### config.mk
export PLATFORM = sky130hd
export DESIGN_NAME = sram_port_arbiter_flat
export DESIGN_NICKNAME = d
export VERILOG_FILES = /design/src/rtl/sram_port_arbiter_if.sv /design/src/rtl/sram_port_arbiter.sv /design/src/flat_wrapper.sv
export SDC_FILE = /design/constraint.sdc
export NUM_CORES = 1
export LEC_CHECK = 0
export CAP_MARGIN = 30
export CORE_AREA = 2 2 124 126
export DETAILED_ROUTE_END_ITERATION = 7
export DIE_AREA = 0 0 126 128
export PLACE_DENSITY = 0.53
export SLEW_MARGIN = 15
export SYNTH_ARGS = -nofsm -noshare
export SYNTH_HDL_FRONTEND = slang
export SYNTH_SLANG_ARGS = --single-unit
### constraint.sdc
create_clock -name clk -period 2.7 [get_ports clk]
set_input_delay 0.27 -clock clk [delete_from_list [all_inputs] [get_ports clk]]
set_output_delay 0.27 -clock clk [all_outputs]
set_load 0.05 [all_outputs]
### src/rtl/sram_port_arbiter_if.sv
// SRAM-like split request/response port shared by the arbiter's requesters and memory side.
// master drives the request phase; slave returns addr_ok/data_ok/rdata.
interface sram_port_arbiter_if #(
  parameter int ADDR_WD = 32,
  parameter int DATA_WD = 32
);
  logic                 req;
  logic                 wr;
  logic [1:0]           size;
  logic [ADDR_WD-1:0]   addr;
  logic [DATA_WD-1:0]   wdata;
  logic [DATA_WD/8-1:0] wstrb;
  logic                 addr_ok;
  logic                 data_ok;
  logic [DATA_WD-1:0]   rdata;

  modport master (
    output req, wr, size, addr, wdata, wstrb,
    input  addr_ok, data_ok, rdata
  );

  modport slave (
    input  req, wr, size, addr, wdata, wstrb,
    output addr_ok, data_ok, rdata
  );
endinterface

### src/rtl/sram_port_arbiter.sv
// Shares one SRAM-like port between instruction and data requesters, routing responses via an in-order ID FIFO.
// Define SRAM_ARB_ROUND_ROBIN_EN for round-robin contention; default is fixed data-over-inst priority.
module sram_port_arbiter #(
  parameter int ADDR_WD   = 32,
  parameter int DATA_WD   = 32,
  parameter int MAX_OUTST = 4
) (
  input  logic                       clk,
  input  logic                       reset,
  sram_port_arbiter_if.slave         inst,
  sram_port_arbiter_if.slave         data,
  sram_port_arbiter_if.master        mem,
  output logic                       arb_idle,
  output logic                       arb_err
);
  localparam int PTR_WD = $clog2(MAX_OUTST);
  localparam int CNT_WD = PTR_WD + 1;
  localparam logic [CNT_WD-1:0] FULL_CNT = CNT_WD'(MAX_OUTST);

  typedef enum logic {ID_INST = 1'b0, ID_DATA = 1'b1} req_id_e;

  req_id_e              id_fifo [MAX_OUTST];
  logic [PTR_WD-1:0]    head;
  logic [PTR_WD-1:0]    tail;
  logic [CNT_WD-1:0]    count;
  logic                 lock_valid;
  req_id_e              lock_id;
  logic                 grant_valid;
  req_id_e              grant_id;
  logic                 grant_req;
  logic                 accept;
  logic                 pop;
  req_id_e              head_id;
  logic                 sel_wr;
  logic [1:0]           sel_size;
  logic [ADDR_WD-1:0]   sel_addr;
  logic [DATA_WD-1:0]   sel_wdata;
  logic [DATA_WD/8-1:0] sel_wstrb;
`ifdef SRAM_ARB_ROUND_ROBIN_EN
  req_id_e              last_grant;
`endif

  // A held lock overrides arbitration so the request fields never switch mid-handshake.
  always_comb begin
    grant_valid = 1'b0;
    grant_id    = ID_INST;
    if (reset) begin
      grant_valid = 1'b0;
    end else if (lock_valid) begin
      grant_valid = 1'b1;
      grant_id    = lock_id;
    end else if (inst.req && data.req) begin
      grant_valid = 1'b1;
`ifdef SRAM_ARB_ROUND_ROBIN_EN
      grant_id    = (last_grant == ID_DATA) ? ID_INST : ID_DATA;
`else
      grant_id    = ID_DATA;
`endif
    end else if (data.req) begin
      grant_valid = 1'b1;
      grant_id    = ID_DATA;
    end else if (inst.req) begin
      grant_valid = 1'b1;
      grant_id    = ID_INST;
    end
  end

  always_comb begin
    sel_wr    = 1'b0;
    sel_size  = 2'd0;
    sel_addr  = '0;
    sel_wdata = '0;
    sel_wstrb = '0;
    grant_req = 1'b0;
    if (grant_valid) begin
      if (grant_id == ID_DATA) begin
        grant_req = data.req;
        sel_wr    = data.wr;
        sel_size  = data.size;
        sel_addr  = data.addr;
        sel_wdata = data.wdata;
        sel_wstrb = data.wstrb;
      end else begin
        grant_req = inst.req;
        sel_wr    = inst.wr;
        sel_size  = inst.size;
        sel_addr  = inst.addr;
        sel_wdata = inst.wdata;
        sel_wstrb = inst.wstrb;
      end
    end
  end

  // A full FIFO stalls even when a pop lands in the same cycle.
  assign mem.req   = grant_req && (count < FULL_CNT);
  assign mem.wr    = sel_wr;
  assign mem.size  = sel_size;
  assign mem.addr  = sel_addr;
  assign mem.wdata = sel_wdata;
  assign mem.wstrb = sel_wstrb;

  assign accept       = mem.req && mem.addr_ok;
  assign inst.addr_ok = accept && (grant_id == ID_INST);
  assign data.addr_ok = accept && (grant_id == ID_DATA);

  assign pop          = mem.data_ok && (count != '0);
  assign head_id      = id_fifo[head];
  assign inst.data_ok = pop && (head_id == ID_INST);
  assign data.data_ok = pop && (head_id == ID_DATA);
  assign inst.rdata   = mem.rdata;
  assign data.rdata   = mem.rdata;

  assign arb_idle = (count == '0) && !lock_valid;

  always_ff @(posedge clk or posedge reset) begin
    if (reset) begin
      head       <= '0;
      tail       <= '0;
      count      <= '0;
      lock_valid <= 1'b0;
      lock_id    <= ID_INST;
      arb_err    <= 1'b0;
      for (int i = 0; i < MAX_OUTST; i++) id_fifo[i] <= ID_INST;
`ifdef SRAM_ARB_ROUND_ROBIN_EN
      last_grant <= ID_INST;
`endif
    end else begin
      if (accept) begin
        id_fifo[tail] <= grant_id;
        tail          <= tail + 1'b1;
        lock_valid    <= 1'b0;
`ifdef SRAM_ARB_ROUND_ROBIN_EN
        last_grant    <= grant_id;
`endif
      end else if (mem.req) begin
        lock_valid <= 1'b1;
        lock_id    <= grant_id;
      end
      if (pop) head <= head + 1'b1;
      case ({accept, pop})
        2'b10:   count <= count + 1'b1;
        2'b01:   count <= count - 1'b1;
        default: count <= count;
      endcase
      if (mem.data_ok && (count == '0)) arb_err <= 1'b1;
    end
  end
endmodule

### src/flat_wrapper.sv
// flat-port wrapper written by rule: the top's interface ports become plain ports
module sram_port_arbiter_flat 
#(
  parameter int ADDR_WD   = 32,
  parameter int DATA_WD   = 32,
  parameter int MAX_OUTST = 4
)
  (clk, reset, arb_idle, arb_err, inst_req, inst_wr, inst_size, inst_addr, inst_wdata, inst_wstrb, inst_addr_ok, inst_data_ok, inst_rdata, data_req, data_wr, data_size, data_addr, data_wdata, data_wstrb, data_addr_ok, data_data_ok, data_rdata, mem_req, mem_wr, mem_size, mem_addr, mem_wdata, mem_wstrb, mem_addr_ok, mem_data_ok, mem_rdata);
  sram_port_arbiter_if #(.ADDR_WD(ADDR_WD), .DATA_WD(DATA_WD)) inst_i ();
  sram_port_arbiter_if #(.ADDR_WD(ADDR_WD), .DATA_WD(DATA_WD)) data_i ();
  sram_port_arbiter_if #(.ADDR_WD(ADDR_WD), .DATA_WD(DATA_WD)) mem_i ();
  input  logic clk;
  input  logic reset;
  output logic arb_idle;
  output logic arb_err;
  input wire logic [$bits(inst_i.req)-1:0] inst_req;
  input wire logic [$bits(inst_i.wr)-1:0] inst_wr;
  input wire logic [$bits(inst_i.size)-1:0] inst_size;
  input wire logic [$bits(inst_i.addr)-1:0] inst_addr;
  input wire logic [$bits(inst_i.wdata)-1:0] inst_wdata;
  input wire logic [$bits(inst_i.wstrb)-1:0] inst_wstrb;
  output wire logic [$bits(inst_i.addr_ok)-1:0] inst_addr_ok;
  output wire logic [$bits(inst_i.data_ok)-1:0] inst_data_ok;
  output wire logic [$bits(inst_i.rdata)-1:0] inst_rdata;
  input wire logic [$bits(data_i.req)-1:0] data_req;
  input wire logic [$bits(data_i.wr)-1:0] data_wr;
  input wire logic [$bits(data_i.size)-1:0] data_size;
  input wire logic [$bits(data_i.addr)-1:0] data_addr;
  input wire logic [$bits(data_i.wdata)-1:0] data_wdata;
  input wire logic [$bits(data_i.wstrb)-1:0] data_wstrb;
  output wire logic [$bits(data_i.addr_ok)-1:0] data_addr_ok;
  output wire logic [$bits(data_i.data_ok)-1:0] data_data_ok;
  output wire logic [$bits(data_i.rdata)-1:0] data_rdata;
  output wire logic [$bits(mem_i.req)-1:0] mem_req;
  output wire logic [$bits(mem_i.wr)-1:0] mem_wr;
  output wire logic [$bits(mem_i.size)-1:0] mem_size;
  output wire logic [$bits(mem_i.addr)-1:0] mem_addr;
  output wire logic [$bits(mem_i.wdata)-1:0] mem_wdata;
  output wire logic [$bits(mem_i.wstrb)-1:0] mem_wstrb;
  input wire logic [$bits(mem_i.addr_ok)-1:0] mem_addr_ok;
  input wire logic [$bits(mem_i.data_ok)-1:0] mem_data_ok;
  input wire logic [$bits(mem_i.rdata)-1:0] mem_rdata;
  assign inst_i.req = inst_req;
  assign inst_i.wr = inst_wr;
  assign inst_i.size = inst_size;
  assign inst_i.addr = inst_addr;
  assign inst_i.wdata = inst_wdata;
  assign inst_i.wstrb = inst_wstrb;
  assign inst_addr_ok = inst_i.addr_ok;
  assign inst_data_ok = inst_i.data_ok;
  assign inst_rdata = inst_i.rdata;
  assign data_i.req = data_req;
  assign data_i.wr = data_wr;
  assign data_i.size = data_size;
  assign data_i.addr = data_addr;
  assign data_i.wdata = data_wdata;
  assign data_i.wstrb = data_wstrb;
  assign data_addr_ok = data_i.addr_ok;
  assign data_data_ok = data_i.data_ok;
  assign data_rdata = data_i.rdata;
  assign mem_req = mem_i.req;
  assign mem_wr = mem_i.wr;
  assign mem_size = mem_i.size;
  assign mem_addr = mem_i.addr;
  assign mem_wdata = mem_i.wdata;
  assign mem_wstrb = mem_i.wstrb;
  assign mem_i.addr_ok = mem_addr_ok;
  assign mem_i.data_ok = mem_data_ok;
  assign mem_i.rdata = mem_rdata;
  sram_port_arbiter #(.ADDR_WD(ADDR_WD), .DATA_WD(DATA_WD), .MAX_OUTST(MAX_OUTST)) u_core (.clk(clk), .reset(reset), .inst(inst_i), .data(data_i), .mem(mem_i), .arb_idle(arb_idle), .arb_err(arb_err));
endmodule
# ---- Yosys cells after proc, flatten, opt, wreduce, memory -nomap -nowiden
# Cells that the tools add are included.
dict set report totals {
  regBits 14
  inputBits 180
  output_inout_bits 142
  elab_cells 72
}
dict set report op_classes {
  addsub 4
  order_cmp 4
  n_eq_ne 2
  mux 30
  n_bitwise 5
  n_reduce_logical 17
}
# op n
set ops {}
lappend ops {{$mux 32} 4}
lappend ops {{$mux 1} 18}
lappend ops {{$logic_and 1x1->1} 11}
lappend ops {{$mux 4} 2}
lappend ops {{$ge 3x3->1 const B} 2}
lappend ops {{$not 2->3} 2}
lappend ops {{$pmux 3 s2} 1}
lappend ops {{$add 2x1->2 const B} 2}
lappend ops {{$bwmux 4} 1}
lappend ops {{$mux 2} 2}
lappend ops {{$reduce_bool 2->1} 2}
lappend ops {{$add 3x1->3 const B} 1}
lappend ops {{$logic_not 3->1} 1}
lappend ops {{$lt 3x1->1 const B} 1}
lappend ops {{$lt 3x3->1 const B} 1}
lappend ops {{$not 1->1} 3}
lappend ops {{$reduce_bool 3->1} 1}
lappend ops {{$sub 3x1->3 const B} 1}
lappend ops {{$bmux 1 s2} 1}
lappend ops {{$demux 1 s2} 1}
lappend ops {{$eq 2x1->1 const B} 1}
lappend ops {{$eq 2x2->1 const B} 1}
lappend ops {{$reduce_and 2->1} 1}
lappend ops {{$logic_not 1->1} 1}

# ---- Depth between registers and ports, before layout
dict set report logic_depth {
  depth_word 10
  depth_mapped 9
}

# ---- Worst setup path after synthesis
# OpenSTA, ideal clock, no wires.
dict set report synth_timing {
  kind {register -> output}
  from {register u_core.lock_valid}
  to {output port mem_addr[10]}
  t_arrival_ns 2.078
  required_ns 2.430
  slack_ns 0.352
  stages_incl_launch_ff 8
  path_buffers 3
  path_cell_list {dfrtp_1 > buf_2 > mux2i_1 > or2_2 > buf_2 > clkbuf_1 > nand2_1 > a21oi_1}
}
dict set report synth_via {
  elab_chain_len 4
}
# element line
set synth_lines {}
lappend synth_lines {{from (decl)} sram_port_arbiter.sv:26} ;# logic lock_valid;
lappend synth_lines {{from (signal assigned)} sram_port_arbiter.sv:120} ;# lock_valid <= 1'b0;
lappend synth_lines {{from (signal assigned)} sram_port_arbiter.sv:131} ;# lock_valid <= 1'b0;
lappend synth_lines {{from (signal assigned)} sram_port_arbiter.sv:136} ;# lock_valid <= 1'b1;
lappend synth_lines {{$mux 1} sram_port_arbiter.sv:49} ;# end else if (lock_valid) begin
lappend synth_lines {{$mux 1} sram_port_arbiter.sv:47} ;# if (reset) begin
lappend synth_lines {{$mux 32} sram_port_arbiter.sv:76} ;# if (grant_id == ID_DATA) begin
lappend synth_lines {{$mux 32 *} sram_port_arbiter.sv:75} ;# if (grant_valid) begin
lappend synth_lines {{to (decl)} flat_wrapper.sv:37} ;# output wire logic [$bits(mem_i.addr)-1:0] mem_addr;
# Mark *: on every way between the ends. The rest lies on a longest branch, timed or not.

# ---- Worst setup path in the final report
# Same ends and word-level chain as after synthesis.

==> impl_metrics.toml <==
[yosys]
yosysMostFrequentCell = "nand2_1"
synth-seq-cells = 14
synth_seq_area_share = 0.156
synthTopCellsByArea = "nand2_1, buf_4, a21oi_1"
syn_area_per_cell_um2 = 6.02
syn_area_um2 = 2250
synthFlopType = "dfrtp_1"
async_reset_ff_frac = 1.00
synth-edff-count = 0
synth.top_cell.area_share = 0.250
yosysWarnings = 0
synth_top_area_cell = "nand2_1"
synth_fp_nets = 560
synth_cell_types = 26
syn_inst = 374
ys_top_cells_by_count = "nand2_1, a21oi_1, buf_4"

[worst_setup_path]
end_kind = "primary output"
cp_max_fo = 35
start_kind = "register"
worst_ep_required_time_ns = 2.43
critical_path_class = "reg -> out"
rr_startpoint = "u_core.count[2]$_DFFE_PP0P_"
crit_family = "flip-flops"
crit_start = "u_core.lock_valid$_DFFE_PP0P_"
slowest_delay_ns = 0.53
endpoint = "mem_addr[10]"
worst_ep_arrival_time_ns = 2.18
path_buf_inv = 2
worstReg2RegEnd = "u_core.count[1]$_DFFE_PP0P_"
r2r_slack_ns = 0.63
reg2regPathDepth = 7
crit_path_cell_trace = "mux2i_1 -> or2_2 -> buf_6 -> nand2_1 -> a21oi_1 -> buf_12"
worst-path-stages = 6
critPathSlowestCell = "dfrtp_1"

[layout]
drive_gt1_frac = 0.185
fin_nets = 712
n_antenna_cell = 0
syn2layout_area_growth_pct = 126

[pwr]
power_density_nw_per_um2 = 676
ir_drop_mv = 0.313
p_leak_nw = 2.12
power_mw = 3.44

[global_routing]
grt_pass1_vias = 3043
met2_usage = 0.218
grtUsageMet3 = 0.0401
grt-ovfl-total = 0
grt_pass1_wl_mm = 16.2
grt_max_degree = 41
antenna_found_initial = 0
grt_use_met1 = 0.141
top_usage_layer = "met2"
grtUsageTotal = 0.123

[sta]
finalHoldViolCount = 0
finalMaxSlewViolations = 0
worst_pin_slew_ns = 0.680
fin_setup_tns_ns = 0
setup_viol_count_final = 0
period_share = 0.907
slew_headroom = 0.547
fmax_ghz = 0.408
skew_ns = 0.00252
rsz0062_at_grt = "false"
period_needed_ns = 2.45

[detailed_routing]
routed_via_density = 4.04
routed_wl_mm = 10.7
drtIter0Drc = 91
first_pass_iters = 4
ant_nets = 0
vias = 2876
wire_per_inst_um = 15.1
drcViolationCount = 0

[place]
io_buffer_count = 225
routabilityCongestion = 0.753
hpwl_mm = 8.96

[cts]
clk_pin_slew_worst_paths_ns = 0.04
cts_tree = "built"
htreeDepth = 1
cts_made_buffers = 3
clockBufferDepth = 2
cts_num_sinks = 14
ctsHoldBuffers = 0
clkLatencyLatePin_ns = 0.24
clockRootBuffer = "clkbuf_16"

[floorplan]
rows = 45
ios = 322
core_um2 = 14900
die_h_um = 128
start_util = 0.152
dieArea_um2 = 16100
dieWidth_um = 126

[flow_run]
maxCapViolCount = 0

[worst_hold_path]
hold_class = "reg -> reg"
hold_depth = 1

[outcome]
status = "complete, no violations"
-- layer usage --
layer	vias to the layer above	part of all wire
li1	1424	-
met1	1257	0.37
met2	162	0.50
met3	33	0.10
met4	0	0.028
met5	-	0
-- flip-flops by register name, summed over array words and instances (netlist names) --
name               cells
u_core.lock_valid      1
u_core.head            2
u_core.count           3
u_core.arb_err         1
u_core.lock_id         1
u_core.id_fifo         4
u_core.tail            2
-- cell families after synthesis --
| group | synth area share |
|---|---|
| flip-flops | 0.156 |
| AND/OR/NAND/NOR | 0.287 |
| XOR/XNOR | 0.0233 |
| adder cells (fa/ha/maj) | 0.0367 |
| multiplexers | 0.0439 |
| AO/OA/AOI/OAI | 0.181 |
| buffers and inverters | 0.273 |
-- cell type report --
class | instances | area, um2
multi-input cells | 263 | 1310
fillers | 1530 | 9780
well taps | 188 | 235
inverters | 9 | 33.8
flip-flops and latches | 14 | 350
clock buffers | 3 | 75.1
repair buffers | 235 | 3080
-- worst min-delay path by stage --
| stage | end | start |
|---|---|---|
| after floorplan | u_core.arb_err$_DFFE_PP0P_ | reset |
| after global placement | u_core.arb_err$_DFFE_PP0P_ | u_core.arb_err$_DFFE_PP0P_ |
| after detailed placement | u_core.arb_err$_DFFE_PP0P_ | u_core.arb_err$_DFFE_PP0P_ |
| after CTS | u_core.arb_err$_DFFE_PP0P_ | u_core.arb_err$_DFFE_PP0P_ |
| after global routing | u_core.arb_err$_DFFE_PP0P_ | u_core.arb_err$_DFFE_PP0P_ |
| final | u_core.arb_err$_DFFE_PP0P_ | u_core.arb_err$_DFFE_PP0P_ |
-- placed cells by master, fill, tap and decap left out, drive strengths merged --
| cell | instances |
|---|---|
| nor3 | 1 |
| and3 | 1 |
| o21ai | 2 |
| clkbuf | 3 |
| and2 | 2 |
| nand2 | 150 |
| xor2 | 2 |
| nand2b | 1 |
| a21o | 1 |
| a21oi | 71 |
| mux2i | 2 |
| mux2 | 5 |
| a2111oi | 1 |
| o31ai | 1 |
| inv | 9 |
| nor2 | 9 |
| or2 | 2 |
| nor4 | 1 |
| clkdlybuf4s50 | 151 |
| buf | 84 |
| mux4 | 1 |
| ha | 5 |
| xnor2 | 4 |
| fa | 1 |
| dfrtp | 14 |
-- where the power goes --
part | switching, mW | internal [mW]
Clock | 0.0757 | 0.193
Sequential | 0.0897 | 0.307
Combinational | 1.52 | 1.25
-- stage by stage --
step	std cells	hold WS, ns	area (um2)	setup WS (ns)	util
floorplan	374	0.167	2250	0.352	-
global route	712	0.479	5090	0.0657	0.342
CTS	712	0.466	5080	0.155	0.342
detailed placement	709	0.447	5010	0.213	0.337
global placement	709	0.452	5010	0.262	0.337
finish	712	0.460	5090	0.252	0.342
-- what timing repair did --
| action | 4_1_cts | 5_1_grt |
|---|---|---|
| gates resized for setup | 0 | 1 |
| setup endpoints to repair | 0 | 11 |
| endpoints found under the hold margin | 0 | 0 |
| setup buffers | 0 | 0 |
Note: power is estimated with default switching activity, not from simulation.
